===== src/rtl/lsu_pkg.sv =====
// Shared definitions for the load/store sequencer: funct3 encodings, FSM states
// and the store byte-lane helper.
package lsu_pkg;

    localparam logic [2:0] F3_B  = 3'b000;
    localparam logic [2:0] F3_H  = 3'b001;
    localparam logic [2:0] F3_W  = 3'b010;
    localparam logic [2:0] F3_BU = 3'b100;
    localparam logic [2:0] F3_HU = 3'b101;

    typedef enum logic [1:0] {
        IDLE,
        ISSUE,
        WAIT,
        RESP
    } state_e;

    typedef struct packed {
        logic [3:0]  we;
        logic [31:0] wd;
    } store_lanes_t;

    // Byte-lane mask plus lane-replicated data; memory picks the right lanes via we.
    function automatic store_lanes_t store_lanes(input logic [2:0]  funct3,
                                                 input logic [1:0]  off,
                                                 input logic [31:0] wdata);
        store_lanes_t s;
        s.we = 4'b0000;
        s.wd = 32'h0;
        case (funct3)
            F3_B: begin
                s.we = 4'b0001 << off;
                s.wd = {4{wdata[7:0]}};
            end
            F3_H: begin
                s.we = 4'b0011 << off;
                s.wd = {2{wdata[15:0]}};
            end
            F3_W: begin
                s.we = 4'b1111;
                s.wd = wdata;
            end
            default: ;
        endcase
        return s;
    endfunction

endpackage


===== src/rtl/lsu_load_align.sv =====
// Selects the addressed byte/halfword from a memory word and sign/zero-extends it.
module lsu_load_align
    import lsu_pkg::*;
(
    input  logic [31:0] i_mem_rd,
    input  logic [1:0]  i_off,
    input  logic [2:0]  i_funct3,
    output logic [31:0] o_result
);

    logic [7:0]  w_byte;
    logic [15:0] w_half;

    always_comb begin
        w_byte   = i_mem_rd[{i_off, 3'b000} +: 8];
        w_half   = i_off[1] ? i_mem_rd[31:16] : i_mem_rd[15:0];
        o_result = 32'h0;
        case (i_funct3)
            F3_B:    o_result = {{24{w_byte[7]}}, w_byte};
            F3_BU:   o_result = {24'h0, w_byte};
            F3_H:    o_result = {{16{w_half[15]}}, w_half};
            F3_HU:   o_result = {16'h0, w_half};
            F3_W:    o_result = i_mem_rd;
            default: o_result = 32'h0;
        endcase
    end

endmodule


===== src/rtl/lsu_mem_sequencer.sv =====
// RV32I load/store sequencer: accepts one access per handshake, drives a synchronous-read
// word memory, and returns an extended load result or an error pulse.
module lsu_mem_sequencer
    import lsu_pkg::*;
#(
    parameter int unsigned MEM_WORDS = 65536
) (
    input  logic        i_clk,
    input  logic        i_rst,
    input  logic        i_req_valid,
    output logic        o_req_ready,
    input  logic        i_req_we,
    input  logic [2:0]  i_req_funct3,
    input  logic [31:0] i_req_addr,
    input  logic [31:0] i_req_wdata,
    output logic        o_resp_valid,
    output logic [31:0] o_resp_rdata,
    output logic        o_resp_error,
    output logic [3:0]  o_mem_we,
    output logic [31:0] o_mem_addr,
    output logic [31:0] o_mem_wd,
    input  logic [31:0] i_mem_rd
);

    state_e       r_state;
    state_e       w_state_d;
    logic         r_we;
    logic [2:0]   r_funct3;
    logic [1:0]   r_off;
    logic [31:0]  r_wdata;
    logic         r_err;
    logic [31:0]  r_rdata;
    logic [31:0]  r_mem_addr;

    logic         w_accept;
    logic         w_err;
    logic         w_f3_legal;
    logic [31:0]  w_word_idx;
    logic [31:0]  w_load_result;
    store_lanes_t w_lanes;

    assign w_accept   = (r_state == IDLE) && i_req_valid;
    assign w_word_idx = {2'b00, i_req_addr[31:2]};

    always_comb begin
        if (i_req_we) begin
            w_f3_legal = (i_req_funct3 == F3_B) || (i_req_funct3 == F3_H) ||
                         (i_req_funct3 == F3_W);
        end else begin
            w_f3_legal = (i_req_funct3 == F3_B) || (i_req_funct3 == F3_H) ||
                         (i_req_funct3 == F3_W) || (i_req_funct3 == F3_BU) ||
                         (i_req_funct3 == F3_HU);
        end
        w_err = !w_f3_legal ||
                (((i_req_funct3 == F3_H) || (i_req_funct3 == F3_HU)) && i_req_addr[0]) ||
                ((i_req_funct3 == F3_W) && (i_req_addr[1:0] != 2'b00)) ||
                (w_word_idx >= 32'(MEM_WORDS));
    end

    lsu_load_align u_load_align (
        .i_mem_rd (i_mem_rd),
        .i_off    (r_off),
        .i_funct3 (r_funct3),
        .o_result (w_load_result)
    );

    assign w_lanes = store_lanes(r_funct3, r_off, r_wdata);

    always_ff @(posedge i_clk) begin
        if (i_rst) begin
            r_state <= IDLE;
        end else begin
            r_state <= w_state_d;
        end
    end

    always_comb begin
        w_state_d = r_state;
        case (r_state)
            IDLE:    if (i_req_valid) w_state_d = w_err ? RESP : ISSUE;
            ISSUE:   w_state_d = r_we ? RESP : WAIT;
            WAIT:    w_state_d = RESP;
            RESP:    w_state_d = IDLE;
            default: w_state_d = IDLE;
        endcase
    end

    // Rejected accesses never update mem_addr, so memory sees no trace of them.
    always_ff @(posedge i_clk) begin
        if (i_rst) begin
            r_we       <= 1'b0;
            r_funct3   <= 3'b000;
            r_off      <= 2'b00;
            r_wdata    <= 32'h0;
            r_err      <= 1'b0;
            r_rdata    <= 32'h0;
            r_mem_addr <= 32'h0;
        end else begin
            if (w_accept) begin
                r_we     <= i_req_we;
                r_funct3 <= i_req_funct3;
                r_off    <= i_req_addr[1:0];
                r_wdata  <= i_req_wdata;
                r_err    <= w_err;
                r_rdata  <= 32'h0;
                if (!w_err) begin
                    r_mem_addr <= w_word_idx;
                end
            end
            if (r_state == WAIT) begin
                r_rdata <= w_load_result;
            end
        end
    end

    // Reset gates the write strobe combinationally so a store caught in ISSUE is dropped.
    always_comb begin
        o_req_ready  = (r_state == IDLE) && !i_rst;
        o_resp_valid = (r_state == RESP) && !i_rst;
        o_resp_error = (r_state == RESP) && r_err && !i_rst;
        o_resp_rdata = r_rdata;
        o_mem_addr   = r_mem_addr;
        o_mem_we     = 4'b0000;
        o_mem_wd     = 32'h0;
        if ((r_state == ISSUE) && r_we && !i_rst) begin
            o_mem_we = w_lanes.we;
            o_mem_wd = w_lanes.wd;
        end
    end

endmodule


===== config.mk =====
export PLATFORM = sky130hd
export DESIGN_NAME = lsu_mem_sequencer
export DESIGN_NICKNAME = d
export VERILOG_FILES = /design/src/rtl/lsu_pkg.sv /design/src/rtl/lsu_load_align.sv /design/src/rtl/lsu_mem_sequencer.sv
export SDC_FILE = /design/constraint.sdc
export NUM_CORES = 1
export LEC_CHECK = 0
export BUFFER_PORTS_ARGS = -buffer_cell sky130_fd_sc_hd__buf_2
export CAP_MARGIN = 20
export CORE_MARGIN = 1
export CORE_UTILIZATION = 50
export CTS_BUF_LIST = sky130_fd_sc_hd__clkbuf_8
export CTS_CLUSTER_DIAMETER = 200
export DETAILED_ROUTE_END_ITERATION = 8
export GPL_TIMING_DRIVEN = 0
export MAX_ROUTING_LAYER = met4
export PLACE_DENSITY = 0.82
export SLEW_MARGIN = 20
export SYNTH_ARGS = -nofsm -noshare
export SYNTH_HDL_FRONTEND = slang
export SYNTH_SLANG_ARGS = --single-unit
export TNS_END_PERCENT = 1

===== constraint.sdc =====
create_clock -name i_clk -period 2.5 [get_ports i_clk]
set_clock_uncertainty 0.15 [all_clocks]
set_input_delay 0.5 -clock i_clk [delete_from_list [all_inputs] [get_ports i_clk]]
set_output_delay 0.5 -clock i_clk [all_outputs]
set_load 0.02 [all_outputs]

* After elaboration in Yosys (flattened, before gate mapping) *
Index checks and enable logic that the tools add are counted.
Widths: inputs -> output; s select.

operators by class
  $add $sub $neg = 0
  multipliers = 0
  divide/modulo/power cells = 0
  $lt $le $gt $ge = 1
  equality and inequality tests = 12
  shift operators = 3
  muxes and demuxes = 12
  bitwise gates (word level) = 1
  reductions and logical operators = 25

operator list
  operator              count
  $pmux 32 s5           1
  $pmux 36 s3           1
  $mux 32               3
  $shiftx 32x6->8       1
  $ge 30x17->1 const B  1
  $mux 16               1
  $eq 3x3->1 const B    4
  $logic_and 1x1->1     9
  $logic_or 1x1->1      8
  $pmux 2 s4            1
  $eq 3x1->1 const B    2
  $eq 3x2->1 const B    2
  $logic_not 3->1       2
  $eq 2x2->1 const B    2
  $mux 2                2
  $mux 4                1
  $reduce_bool 2->1     2
  $shl 1x2->4 const A   1
  $shl 2x2->4 const A   1
  $eq 2x1->1 const B    1
  $logic_not 1->1       2
  $logic_not 2->1       1
  $mux 1                2
  $ne 2x2->1 const B    1
  other kinds (2)       2

storage, ports and cells
  register bits after elaboration = 103
  latch bits = 0
  bits in writable memories = 0
  memory bits (read-only) = 0
  logic and storage cells = 62
  memories = 0

* Logic depth before layout (Yosys ltp) *
  depth in word-level cells = 13
  gate-level depth with buffers = 7

* Modules after synthesis *
A second synthesis with hierarchy kept.

second synthesis, totals
  cells, all modules = 670
  area total of the unflattened synthesis = 5330.1 um2

modules (own cells, without submodules)
  module             instances  cells an instance  area an instance (um2)
  lsu_mem_sequencer  1          561                4518.1
  lsu_load_align     1          109                812.0

* Worst setup path before layout *
No wires, ideal clock.

  kind = register to output
  from = register r_funct3[1]
  to = output o_mem_wd[14]
  arrival = 1.466 ns
  required time = 1.850 ns
  setup slack = 0.384 ns
  cell stages (with the launch flop) = 6
  path buffers = 2
  path through = dfxtp_1 buf_2 a211oi_1 nand3_2 buf_2 nor2_1

on the way
  word-level cells in the longest chain between the ends = 3

ends and longest elaborated chain
  item                                      RTL line                  RTL
  from (decl)                               lsu_mem_sequencer.sv:28   logic [2:0] r_funct3;
  from (signal assigned)                    lsu_mem_sequencer.sv:101  r_funct3 <= i_req_funct3;
  $eq 3x2->1, or another cell as far along  lsu_pkg.sv:30             case (funct3)
  $pmux 36 s3 (*)                           lsu_pkg.sv:30
  $mux 32 (*)                               lsu_mem_sequencer.sv:125  if ((r_state == ISSUE) && r_we && !i_rst) begin
  to (decl)                                 lsu_mem_sequencer.sv:21   output logic [31:0] o_mem_wd,

Mark *: on every way between the ends. The rest lies on a longest branch, timed or not.

* Worst setup path in the final report *
  from = register r_funct3[0]
  to = output o_mem_wd[28]

The elaborated chain is that of the path after synthesis.

==> metrics.csv <==
stage,metric,value,unit
grt,Overall Global Routing Usage,32.4,%
grt,grt met3 use,4.00,%
sta,worst hold slack,0.208,ns
place,HPWL after DPL,12600,um
sta,Fmax,0.408,GHz
grt,met2 usage,54.7,%
sta,fin crit share,98.1,%
final_layout,# diodes,0,
sta,final hold vios,0,
clock_tree,clk root buf,clkbuf_8,
grt,GR peak layer,met2,
synthesis,register area share after synthesis,40.3,%
clock_tree,number of H-tree levels,3,
critical_path,crit-path max FO,10,
synthesis,Avg Inst Size Synth,8.20,um2
die,Ports,206,
synthesis,Yosys Warn Count,0,
sta,relative slew slack,53.4,%
final_layout,area grow syn2layout,31.7,%
power_and_ir_drop,Switch Pwr,2.18,mW
power_and_ir_drop,Clk pwr share,21.7,%
power_and_ir_drop,leak pwr,2.86,nW
sta,Slew @ Worst Pin,0.693,ns
final_layout,most frequent cells in the layout,"buf_2 (196), nand2_1 (124), dfxtp_1 (102)",
synthesis,ys async rst share,0,%
detailed_routing,Initial DRC Count,357,
detailed_routing,routed vias/inst,5.87,
grt,first-pass GRT wire length,25600,um
synthesis,"EDFF count, synth",0,
sta,final setup violating endpoints,0,
power_and_ir_drop,combinational cell fraction of total power,39.7,%
synthesis,top_reg_cell synth,dfxtp_1,
die,Die Y-Extent,103,um
die,core box area,0.00986,mm2
detailed_routing,DR DRC count,0,
grt,gr ovfl total,0,
grt,antenna violations before repair,0,
critical_path,WP data required,1.85,ns
place,GP Congestion,0.983,
final_layout,Layout Utilization,68.3,%
clock_tree,TritonCTS Buffers,9,
final_layout,"commonest non-fill, non-tap cell in the layout",buf_2,
hold_path,HP Class,in -> reg,
detailed_routing,routed wire length,17000,um
clock_tree,CTS tree,done,
synthesis,XOR/XNOR Fraction of Synth Area,0,%
power_and_ir_drop,Flop pwr share,38.7,%
clock_tree,Worst-Skew Late Latency,0.37,ns
grt,largest net degree at the start of global routing,17,
synthesis,mux cell area share after synthesis,0.831,%
synthesis,Cells after Synth,624,
detailed_routing,Via Count,5747,
grt,met1 Usage GRT,39.5,%
detailed_routing,Post-DRT Antenna Nets,0,
power_and_ir_drop,Internal Power,3.23,mW
clock_tree,Longest Clk Path Bufs,2,
final_layout,ratio of cells with drive above 1 in the final layout,35.3,%
synthesis,Compound-Gate Fraction of Synth Area,26.0,%
critical_path,crit-path max cell delay,0.34,ns
synthesis,post-synthesis cell area,0.00512,mm2
synthesis,Synth Area in Simple Gates,25.5,%
critical_path,Startpoint Class,flop,
power_and_ir_drop,peak supply drop,0.000304,V
die,die area,0.0106,mm2
detailed_routing,detailed-route wire length per cell,17.3,um
critical_path,"most used cell, CP",buf_6,
detailed_routing,DRT Pass-1 Iters,5,
sta,Pins Over Slew Limit,0,
die,starting density of the core,51.9,%
synthesis,Netlist cell types,53,
clock_tree,CTS Sinks,103,
power_and_ir_drop,Sw Ratio,40.3,%
critical_path,CP arrival,1.80,ns
run_status,status,finished clean,
critical_path,Crit Path Class,reg -> out,
power_and_ir_drop,power density over the cells,804,mW/mm2
die,Site Rows,36,
synthesis,Adder-Cell Fraction of Synth Area,1.22,%
critical_path,CP max stage cell,dfxtp_1,
die,die width,103,um
job,MaxCap Viol Count,0,
final_layout,Final nets,949,
sta,Tmin final,2.45,ns
critical_path,crit path capture type,output port,
synthesis,Yosys reg bits,103,
clock_tree,Post-CTS Hold Buffers,0,
synthesis,largest family of logic cells by synthesized area,compound AO/OA/AOI/OAI gates,
place,Port-buffer cells,203,
clock_tree,Clock Pin Slew Worst Setup and Hold Paths,0.10,ns
critical_path,"critical path, cell by cell","buf_6, a211oi_4, nand3_4, buf_6, nor2_1, buf_4",
grt,vias in the first global route,5295,
-- timing repair --
action                                  4_1_cts  5_1_grt
gates resized for setup                      15       54
endpoints found under the setup margin       36       36
setup buffers                                 2        0
pin swaps                                     1        2
-- Yosys cell counts, drive strengths merged, types with 2 or more instances --
master | instances | area, um2
a2bb2oi | 17 | 149
nand2 | 125 | 472
a21o | 3 | 22.5
nor3 | 3 | 31.3
inv | 4 | 15.0
a222oi | 8 | 80.1
and2 | 11 | 68.8
nand3 | 8 | 55.1
o21ai | 10 | 50.1
a211oi | 2 | 15.0
a32oi | 2 | 17.5
nor2b | 14 | 87.6
dfxtp | 103 | 2060
nand2b | 6 | 37.5
nor3b | 18 | 185
o31ai | 17 | 141
ha | 5 | 62.6
a22oi | 23 | 173
and3 | 2 | 12.5
nand4 | 17 | 121
nor2 | 39 | 149
mux2i | 2 | 20.0
clkbuf | 24 | 91.3
a221oi | 25 | 219
buf | 35 | 205
a21oi | 86 | 430
nor4 | 3 | 46.3
mux2 | 2 | 22.5
-- flip-flops by register name, summed over array words and instances (netlist names) --
| name | flops |
|---|---|
| o_mem_addr | 30 |
| r_state | 2 |
| r_off | 2 |
| r_funct3 | 3 |
| o_resp_rdata | 32 |
| r_wdata | 32 |
| r_err | 1 |
| r_we | 1 |
-- cell type report --
| cell class | count | area [um2] |
|---|---|---|
| buffer | 59 | 348 |
| clock buffer | 10 | 138 |
| clock inverter | 6 | 83.8 |
| fill | 875 | 3130 |
| inverter | 4 | 15.0 |
| multi-input combinational | 459 | 2830 |
| sequential | 103 | 2060 |
| tap | 133 | 166 |
| timing repair buffer | 205 | 1090 |
-- worst paths after layout --
check                                 from  cells after the start  slack [ns]                             to
setup / recovery  r_funct3[0]$_SDFFE_PP0P_                      6        0.05                   o_mem_wd[28]
setup reg to reg   r_state[0]$_SDFFE_PP0P_                      7        0.26  o_resp_rdata[17]$_SDFFE_PP0P_
hold reg to reg   r_wdata[20]$_SDFFE_PP0P_                      2        0.31       r_wdata[20]$_SDFFE_PP0P_
hold / removal             i_req_wdata[16]                      3        0.21       r_wdata[16]$_SDFFE_PP0P_
-- cells by family after synthesis --
kind of cell,after synthesis
DFF,103
buffers and inverters,63
AOI/OAI and AO/OA,197
and+or+nand+nor,251
muxes,4
other,1
adders and majority gates,5
-- critical path: cells and delay by family, from the launching register on --
family | cells | cell delay, ns
buffers and inverters | 3 | 0.49
AO/OA/AOI/OAI | 1 | 0.30
flip-flops | 1 | 0.34
AND/OR/NAND/NOR | 2 | 0.30
-- metrics by stage --
| step | cell area [um2] | cells | TNS, ns | setup WS (ns) | power, mW |
|---|---|---|---|---|---|
| floorplan | 5120 | 625 | 0 | 0.384 | 3.48 |
| global placement | 6300 | 961 | 0 | 0.0791 | 4.07 |
| detailed placement | 6300 | 961 | 0 | 0.0777 | 4.14 |
| CTS | 6580 | 979 | 0 | 0.00158 | 5.32 |
| global route | 6740 | 979 | -0.00108 | -0.000981 | 5.71 |
| finish | 6740 | 979 | 0 | 0.0466 | 5.42 |
-- per-layer routing --
layer  share of wire [%]  routed length, um  up-vias
met5                   0                  0        -
met4                 2.3                390        0
met3                 8.2               1390       40
met2                  50               8500      313
met1                  39               6700     2711
li1                    -                  -     2683
-- power groups by stage --
| stage | Combinational [mW] | Clock, mW | Sequential [mW] |
|---|---|---|---|
| finish | 2.15 | 1.17 | 2.09 |
| global route | 2.35 | 1.25 | 2.12 |
| CTS | 2.06 | 1.18 | 2.08 |
| detailed placement | 2.02 | 0 | 2.11 |
| global placement | 1.98 | 0 | 2.10 |
| floorplan | 1.27 | 0 | 2.21 |
Power figures use the tool's default switching activity.
